**config.mk**
```make
export PLATFORM = sky130hd
export DESIGN_NAME = sine_sweep_ctrl_flat
export DESIGN_NICKNAME = d
export VERILOG_FILES = /design/src/rtl/sine_sweep_ctrl_if.sv /design/src/rtl/sine_sweep_ctrl.sv /design/src/flat_wrapper.sv
export SDC_FILE = /design/constraint.sdc
export NUM_CORES = 1
export LEC_CHECK = 0
export BUFFER_PORTS_ARGS = -buffer_cell sky130_fd_sc_hd__buf_2
export CELL_PAD_IN_SITES_DETAIL_PLACEMENT = 2
export CELL_PAD_IN_SITES_GLOBAL_PLACEMENT = 2
export CORE_MARGIN = 2
export CORE_UTILIZATION = 39
export CTS_BUF_LIST = sky130_fd_sc_hd__clkbuf_2 sky130_fd_sc_hd__clkbuf_4 sky130_fd_sc_hd__clkbuf_8
export DETAILED_ROUTE_END_ITERATION = 10
export GPL_ROUTABILITY_DRIVEN = 0
export PLACE_DENSITY = 0.91
export SETUP_SLACK_MARGIN = 0.5
export SYNTH_ARGS = -nofsm -noshare
export SYNTH_HDL_FRONTEND = slang
export SYNTH_SLANG_ARGS = --single-unit
```
**constraint.sdc**
```tcl
create_clock -name clk_100 -period 4.79 [get_ports clk_100]
set_input_delay 0 -clock clk_100 [delete_from_list [all_inputs] [get_ports clk_100]]
set_output_delay 0 -clock clk_100 [all_outputs]
set_load 0.03 [all_outputs]
```
**src/rtl/sine_sweep_ctrl_if.sv**
```systemverilog
// Control/config and sample-side signals of the sine sweep sequencer.
// master: config/control logic driving the sequencer.
// slave: the sequencer itself.
interface sine_sweep_ctrl_if #(
    parameter int unsigned PHASE_W = 16,
    parameter int unsigned ADDR_W  = 8,
    parameter int unsigned DWELL_W = 16
);
    logic               cfg_valid;
    logic               cfg_ready;
    logic [PHASE_W-1:0] cfg_inc_start;
    logic [PHASE_W-1:0] cfg_inc_stop;
    logic [PHASE_W-1:0] cfg_inc_step;
    logic [DWELL_W-1:0] cfg_dwell;
    logic               start;
    logic               stop;
    logic               sample_tick;
    logic [ADDR_W-1:0]  rom_addr;
    logic [PHASE_W-1:0] phase_inc;
    logic               busy;
    logic               done;

    modport master (
        output cfg_valid, cfg_inc_start, cfg_inc_stop, cfg_inc_step, cfg_dwell, start, stop,
        input  cfg_ready, sample_tick, rom_addr, phase_inc, busy, done
    );

    modport slave (
        input  cfg_valid, cfg_inc_start, cfg_inc_stop, cfg_inc_step, cfg_dwell, start, stop,
        output cfg_ready, sample_tick, rom_addr, phase_inc, busy, done
    );
endinterface

```
**src/rtl/sine_sweep_ctrl.sv**
```systemverilog
// Sine sweep sequencer: phase accumulator driving the sine ROM address, sample
// strobe every TICK_DIV cycles, and a linear sweep of the phase increment.
// Optional feature macro: SINE_SWEEP_LOOP_EN (sweep restarts from the start
// increment with continuous phase instead of ending).
module sine_sweep_ctrl #(
    parameter int unsigned PHASE_W  = 16,
    parameter int unsigned ADDR_W   = 8,
    parameter int unsigned TICK_DIV = 100,
    parameter int unsigned DWELL_W  = 16
) (
    input logic              clk_100,
    input logic              rst,
    sine_sweep_ctrl_if.slave bus
);
    localparam int unsigned TICK_W = $clog2(TICK_DIV);
    localparam logic [TICK_W-1:0] TICK_LAST = TICK_W'(TICK_DIV - 1);

    typedef enum logic [1:0] {StIdle, StRun, StDone} state_e;

    state_e             state_q;
    logic [PHASE_W-1:0] inc_start_q, inc_stop_q, inc_step_q;
    logic [DWELL_W-1:0] dwell_q;
    logic               cfg_loaded_q;
    logic [PHASE_W-1:0] phase_acc_q, phase_inc_q;
    logic [TICK_W-1:0]  tick_cnt_q;
    logic [DWELL_W-1:0] dwell_cnt_q;
    logic               sample_tick_q, done_q;

    logic               cfg_accept, loaded, tick_now, dwell_end, sweep_end;
    logic [PHASE_W-1:0] start_inc;
    logic [DWELL_W-1:0] dwell_eff;
    logic [PHASE_W:0]   inc_next;

    // An offer accepted in the same cycle as start feeds this sweep directly.
    assign cfg_accept = bus.cfg_valid && (state_q == StIdle);
    assign loaded     = cfg_loaded_q || cfg_accept;
    assign start_inc  = cfg_accept ? bus.cfg_inc_start : inc_start_q;
    assign tick_now   = (state_q == StRun) && (tick_cnt_q == TICK_LAST);
    assign dwell_eff  = (dwell_q == '0) ? DWELL_W'(1) : dwell_q;
    assign dwell_end  = ((dwell_cnt_q + DWELL_W'(1)) == dwell_eff);
    // One extra bit so an overflowing sum always counts as past the stop value.
    assign inc_next   = {1'b0, phase_inc_q} + {1'b0, inc_step_q};
    assign sweep_end  = tick_now && dwell_end && (inc_next > {1'b0, inc_stop_q});

    assign bus.cfg_ready   = (state_q == StIdle);
    assign bus.busy        = (state_q == StRun);
    assign bus.sample_tick = sample_tick_q;
    assign bus.done        = done_q;
    assign bus.rom_addr    = phase_acc_q[PHASE_W-1 -: ADDR_W];
    assign bus.phase_inc   = phase_inc_q;

    // Sweep FSM together with config capture, counters and registered strobes.
    always_ff @(posedge clk_100 or posedge rst) begin
        if (rst) begin
            state_q       <= StIdle;
            inc_start_q   <= '0;
            inc_stop_q    <= '0;
            inc_step_q    <= '0;
            dwell_q       <= '0;
            cfg_loaded_q  <= 1'b0;
            phase_acc_q   <= '0;
            phase_inc_q   <= '0;
            tick_cnt_q    <= '0;
            dwell_cnt_q   <= '0;
            sample_tick_q <= 1'b0;
            done_q        <= 1'b0;
        end else begin
            sample_tick_q <= 1'b0;
            done_q        <= 1'b0;
            unique case (state_q)
                StIdle: begin
                    if (cfg_accept) begin
                        inc_start_q  <= bus.cfg_inc_start;
                        inc_stop_q   <= bus.cfg_inc_stop;
                        inc_step_q   <= bus.cfg_inc_step;
                        dwell_q      <= bus.cfg_dwell;
                        cfg_loaded_q <= 1'b1;
                    end
                    if (bus.start && loaded && !bus.stop) begin
                        state_q     <= StRun;
                        phase_acc_q <= '0;
                        tick_cnt_q  <= '0;
                        dwell_cnt_q <= '0;
                        phase_inc_q <= start_inc;
                    end
                end
                StRun: begin
                    if (bus.stop) begin
                        state_q     <= StIdle;
                        phase_acc_q <= '0;
                        phase_inc_q <= '0;
                        tick_cnt_q  <= '0;
                        dwell_cnt_q <= '0;
                    end else begin
                        tick_cnt_q <= tick_now ? '0 : tick_cnt_q + TICK_W'(1);
                        if (tick_now) begin
                            sample_tick_q <= 1'b1;
                            phase_acc_q   <= phase_acc_q + phase_inc_q;
                            if (dwell_end) begin
                                dwell_cnt_q <= '0;
                                if (sweep_end) begin
                                    done_q <= 1'b1;
`ifdef SINE_SWEEP_LOOP_EN
                                    phase_inc_q <= inc_start_q;
`else
                                    state_q <= StDone;
`endif
                                end else begin
                                    phase_inc_q <= inc_next[PHASE_W-1:0];
                                end
                            end else begin
                                dwell_cnt_q <= dwell_cnt_q + DWELL_W'(1);
                            end
                        end
                    end
                end
                StDone: begin
                    state_q     <= StIdle;
                    phase_acc_q <= '0;
                    phase_inc_q <= '0;
                end
                default: state_q <= StIdle;
            endcase
        end
    end
endmodule
```
**src/flat_wrapper.sv**
```systemverilog
// flat-port wrapper written by rule: the top's interface ports become plain ports
module sine_sweep_ctrl_flat 
#(
    parameter int unsigned PHASE_W  = 16,
    parameter int unsigned ADDR_W   = 8,
    parameter int unsigned TICK_DIV = 100,
    parameter int unsigned DWELL_W  = 16
)
  (clk_100, rst, bus_cfg_valid, bus_cfg_inc_start, bus_cfg_inc_stop, bus_cfg_inc_step, bus_cfg_dwell, bus_start, bus_stop, bus_cfg_ready, bus_sample_tick, bus_rom_addr, bus_phase_inc, bus_busy, bus_done);
  sine_sweep_ctrl_if #(.PHASE_W(PHASE_W), .ADDR_W(ADDR_W), .DWELL_W(DWELL_W)) bus_i ();
  input logic clk_100;
  input logic rst;
  input wire logic [$bits(bus_i.cfg_valid)-1:0] bus_cfg_valid;
  input wire logic [$bits(bus_i.cfg_inc_start)-1:0] bus_cfg_inc_start;
  input wire logic [$bits(bus_i.cfg_inc_stop)-1:0] bus_cfg_inc_stop;
  input wire logic [$bits(bus_i.cfg_inc_step)-1:0] bus_cfg_inc_step;
  input wire logic [$bits(bus_i.cfg_dwell)-1:0] bus_cfg_dwell;
  input wire logic [$bits(bus_i.start)-1:0] bus_start;
  input wire logic [$bits(bus_i.stop)-1:0] bus_stop;
  output wire logic [$bits(bus_i.cfg_ready)-1:0] bus_cfg_ready;
  output wire logic [$bits(bus_i.sample_tick)-1:0] bus_sample_tick;
  output wire logic [$bits(bus_i.rom_addr)-1:0] bus_rom_addr;
  output wire logic [$bits(bus_i.phase_inc)-1:0] bus_phase_inc;
  output wire logic [$bits(bus_i.busy)-1:0] bus_busy;
  output wire logic [$bits(bus_i.done)-1:0] bus_done;
  assign bus_i.cfg_valid = bus_cfg_valid;
  assign bus_i.cfg_inc_start = bus_cfg_inc_start;
  assign bus_i.cfg_inc_stop = bus_cfg_inc_stop;
  assign bus_i.cfg_inc_step = bus_cfg_inc_step;
  assign bus_i.cfg_dwell = bus_cfg_dwell;
  assign bus_i.start = bus_start;
  assign bus_i.stop = bus_stop;
  assign bus_cfg_ready = bus_i.cfg_ready;
  assign bus_sample_tick = bus_i.sample_tick;
  assign bus_rom_addr = bus_i.rom_addr;
  assign bus_phase_inc = bus_i.phase_inc;
  assign bus_busy = bus_i.busy;
  assign bus_done = bus_i.done;
  sine_sweep_ctrl #(.PHASE_W(PHASE_W), .ADDR_W(ADDR_W), .TICK_DIV(TICK_DIV), .DWELL_W(DWELL_W)) u_core (.clk_100(clk_100), .rst(rst), .bus(bus_i));
endmodule
```
==> results.ini <==
[sta]
finalCriticalPeriod_ns = 4.78
holdWs_ns = 0.0266
fin_skew_ns = 0.0241
relSlewSlack_pct = 12.8
finalHoldViolations = 0
final_max_slew_viol_count = 0
grt_setup_unrepaired = true
final.setup.worst_slack_ns = 0.00570
period_share_pct = 99.9
fmax_mhz = 209
worst_slew_pin_slew_ns = 1.30
setup_viol = 0
tns_ns = 0

[drt]
wl_met3_um = 1970
via_per_inst = 6.26
dr.pass1.iters = 5
wl_met1_um = 14000
wl_met2_um = 19700
drc = 0
wl_per_cell_um = 31.5
routed.top_layer = met4
routed_wl_um = 38000
postRouteAntennaNets = 0
num_vias = 7570
drtIter0Drc = 577

[synth]
ys_async_sr_fraction_pct = 100
syn_area_mm2 = 0.00761
yosysUniqueCellTypes = 62
synthTopCellsByCount = dfrtp_1, mux2_2, ha_1, inv_1
synth_seq_area_share_pct = 40.8
synth_top_area_cell = dfrtp_1
yosys_warnings = 0
synth_area_leaders = dfrtp_1, mux2_2, ha_1
ys.flop_type = dfrtp_1
ys_ff_latch = 124
syn-num-nets = 866
synth_top_area_share_pct = 40.8
syn_inst = 744
synth_most_common_cell = dfrtp_1
synth_area_per_cell_um2 = 10.2
synth_edf_count = 0

[clocking]
cts_made_buffers = 17
cts_tree = yes
clock_path_buffers = 2
path_clk_slew_ns = 0.09
clk_latency_ns = 0.52
cts_max_level = 4
cts.sinks = 124
root_buffer = clkbuf_8

[placed_design]
io_buffers = 96
dp.final_hpwl_um = 18900
post-place-ws_ns = 0.199

[finish]
multi_input_area_mm2 = 0.00443
drive_gt1_share_pct = 31.8
fillers = 1929
seq_area_mm2 = 0.00311
antenna_cells = 0
final_nets = 1053
syn2layout_area_growth_pct = 31.6

[global_routing]
antenna_found_initial = 0
grt_max_degree = 67
grt-ovfl-total = 0
grt_usage_pct = 35.5
grt_pass1_wl_um = 53400
grt_pass1_vias = 8436

[status]
status = complete, no violations

[worst_setup_path]
critPathSlowestCell = dfrtp_1
path_class = reg2reg
crit_family = compound AO/OA/AOI/OAI gates
cp_cell_sequence = ha_4 > inv_4 > fa_2 > nor2b_4 > o2111ai_2 > o211ai_1 > a211oi_2 > nor2_2 > xor2_2 > ha_1 > and4_1 > nand4_1 > buf_4 > o21bai_4 > o211ai_1 > a31oi_2 > nor3_2 > nor3_4 > buf_6 > buf_16 > buf_4 > mux2i_1
path_buf_inv = 5
cp.required_ns = 5.16
cp-end-kind = register
start_kind = register
max_stage_delay_ns = 0.43
crit_arrival_ns = 5.16
crit_path_max_fanout = 7

[floorplanning]
fp.coreArea_mm2 = 0.0193
die_area_mm2 = 0.0206
dieWidth_um = 144
die_h_um = 144
fp-row-count = 51
start_util_pct = 39.4
io_pins = 97

[worst_hold_path]
hold_path.class = in2reg

[power]
power_density_mw_per_mm2 = 869
power.leakage_nw = 4.52
power_mw = 8.70
ir_drop_mv = 0.381

[flow_run]
maxCapViolations = 0

per-stage QoR:
step	cell area, um2	util, %	std cells
after floorplan	7610	-	744
after detailed placement	8340	43.1	1082
after global routing	10000	51.8	1209
after global placement	8340	43.1	1082
after CTS	9760	50.5	1195
final	10000	51.8	1209
cell families after synthesis:
family                   count (synthesis)  share of synthesized area (%)
AO/OA/AOI/OAI                          167                           14.9
XOR/XNOR                                47                           5.41
adder cells (fa/ha/maj)                 53                           8.91
buffers and inverters                   83                           4.73
AND/OR/NAND/NOR                        188                           13.2
multiplexers                            82                           12.1
flip-flops                             124                           40.8
tightest hold or removal path: stages:
cell     delay (ns)
buf_2          0.11
nor2b_1        0.05
buf_4          0.18
nand3_1        0.09
nand2_1        0.05
worst paths after layout:
path,start,slack [ns],end,cells after the start
worst max-delay path,u_core.inc_step_q[0]$_DFFE_PP0P_,0.006,u_core.bus.phase_inc[5]$_DFFE_PP0P_,22
worst min-delay path,bus_stop,0.03,u_core.tick_cnt_q[1]$_DFFE_PP0P_,5
worst max register to register,u_core.inc_step_q[0]$_DFFE_PP0P_,0.006,u_core.bus.phase_inc[5]$_DFFE_PP0P_,22
worst min register to register,u_core.cfg_loaded_q$_DFFE_PP0P_,0.49,u_core.cfg_loaded_q$_DFFE_PP0P_,1
max in group asynchronous,rst,3.05,u_core.inc_step_q[5]$_DFFE_PP0P_,4
min in group asynchronous,rst,0.28,u_core.dwell_q[10]$_DFFE_PP0P_,3
per-layer routing:
layer,vias up,track usage [%]
met3,160,8.26
met5,-,0
met4,0,21.2
li1,3088,-
met2,420,62.5
met1,3902,38.8
flip-flops by register name, summed over array words and instances, names as in the netlist:
name,cells
u_core.inc_step_q,16
u_core.dwell_q,16
u_core.cfg_loaded_q,1
u_core.inc_start_q,16
u_core.inc_stop_q,16
u_core.tick_cnt_q,7
u_core.dwell_cnt_q,16
u_core.bus.done,1
u_core.state_q,2
u_core.bus.sample_tick,1
u_core.bus.phase_inc,16
u_core.phase_acc_q,16
cell type report:
cell class                 count  area share, %
multi-input combinational    537           44.2
tap                          265           3.31
inverter                      51           1.96
sequential                   124           31.0
clock buffer                  22           2.96
clock inverter                10           1.85
timing repair buffer         200           14.6
where the power goes:
group / switching, mW / internal, mW / total (mW)
logic: 3.31 / 2.26 / 5.57
registers: 0.462 / 1.46 / 1.92
clock network: 0.540 / 0.681 / 1.22
cells in the final DEF, fill, tap and decap left out, drive strengths merged, types with 32 or more instances in the layout:
master       synthesis  routed
dfrtp              124     124
dlygate4sd3          0      65
a21oi               43      43
buf                 14     135
nand2               42      42
nor2                32      32
ha                  51      51
inv                 50      50
xnor2               34      34
mux2                73      73
what timing repair did:
action | CTS | global route
gates resized for setup | 34 | 31
setup endpoints to repair | 19 | 20
pin swaps | 17 | 21
hold buffers | 65 | 0
buffers inserted | 15 | 14
gates cloned | 1 | 0
endpoints found under the hold margin | 129 | 0
Power figures use the tool's default switching activity.
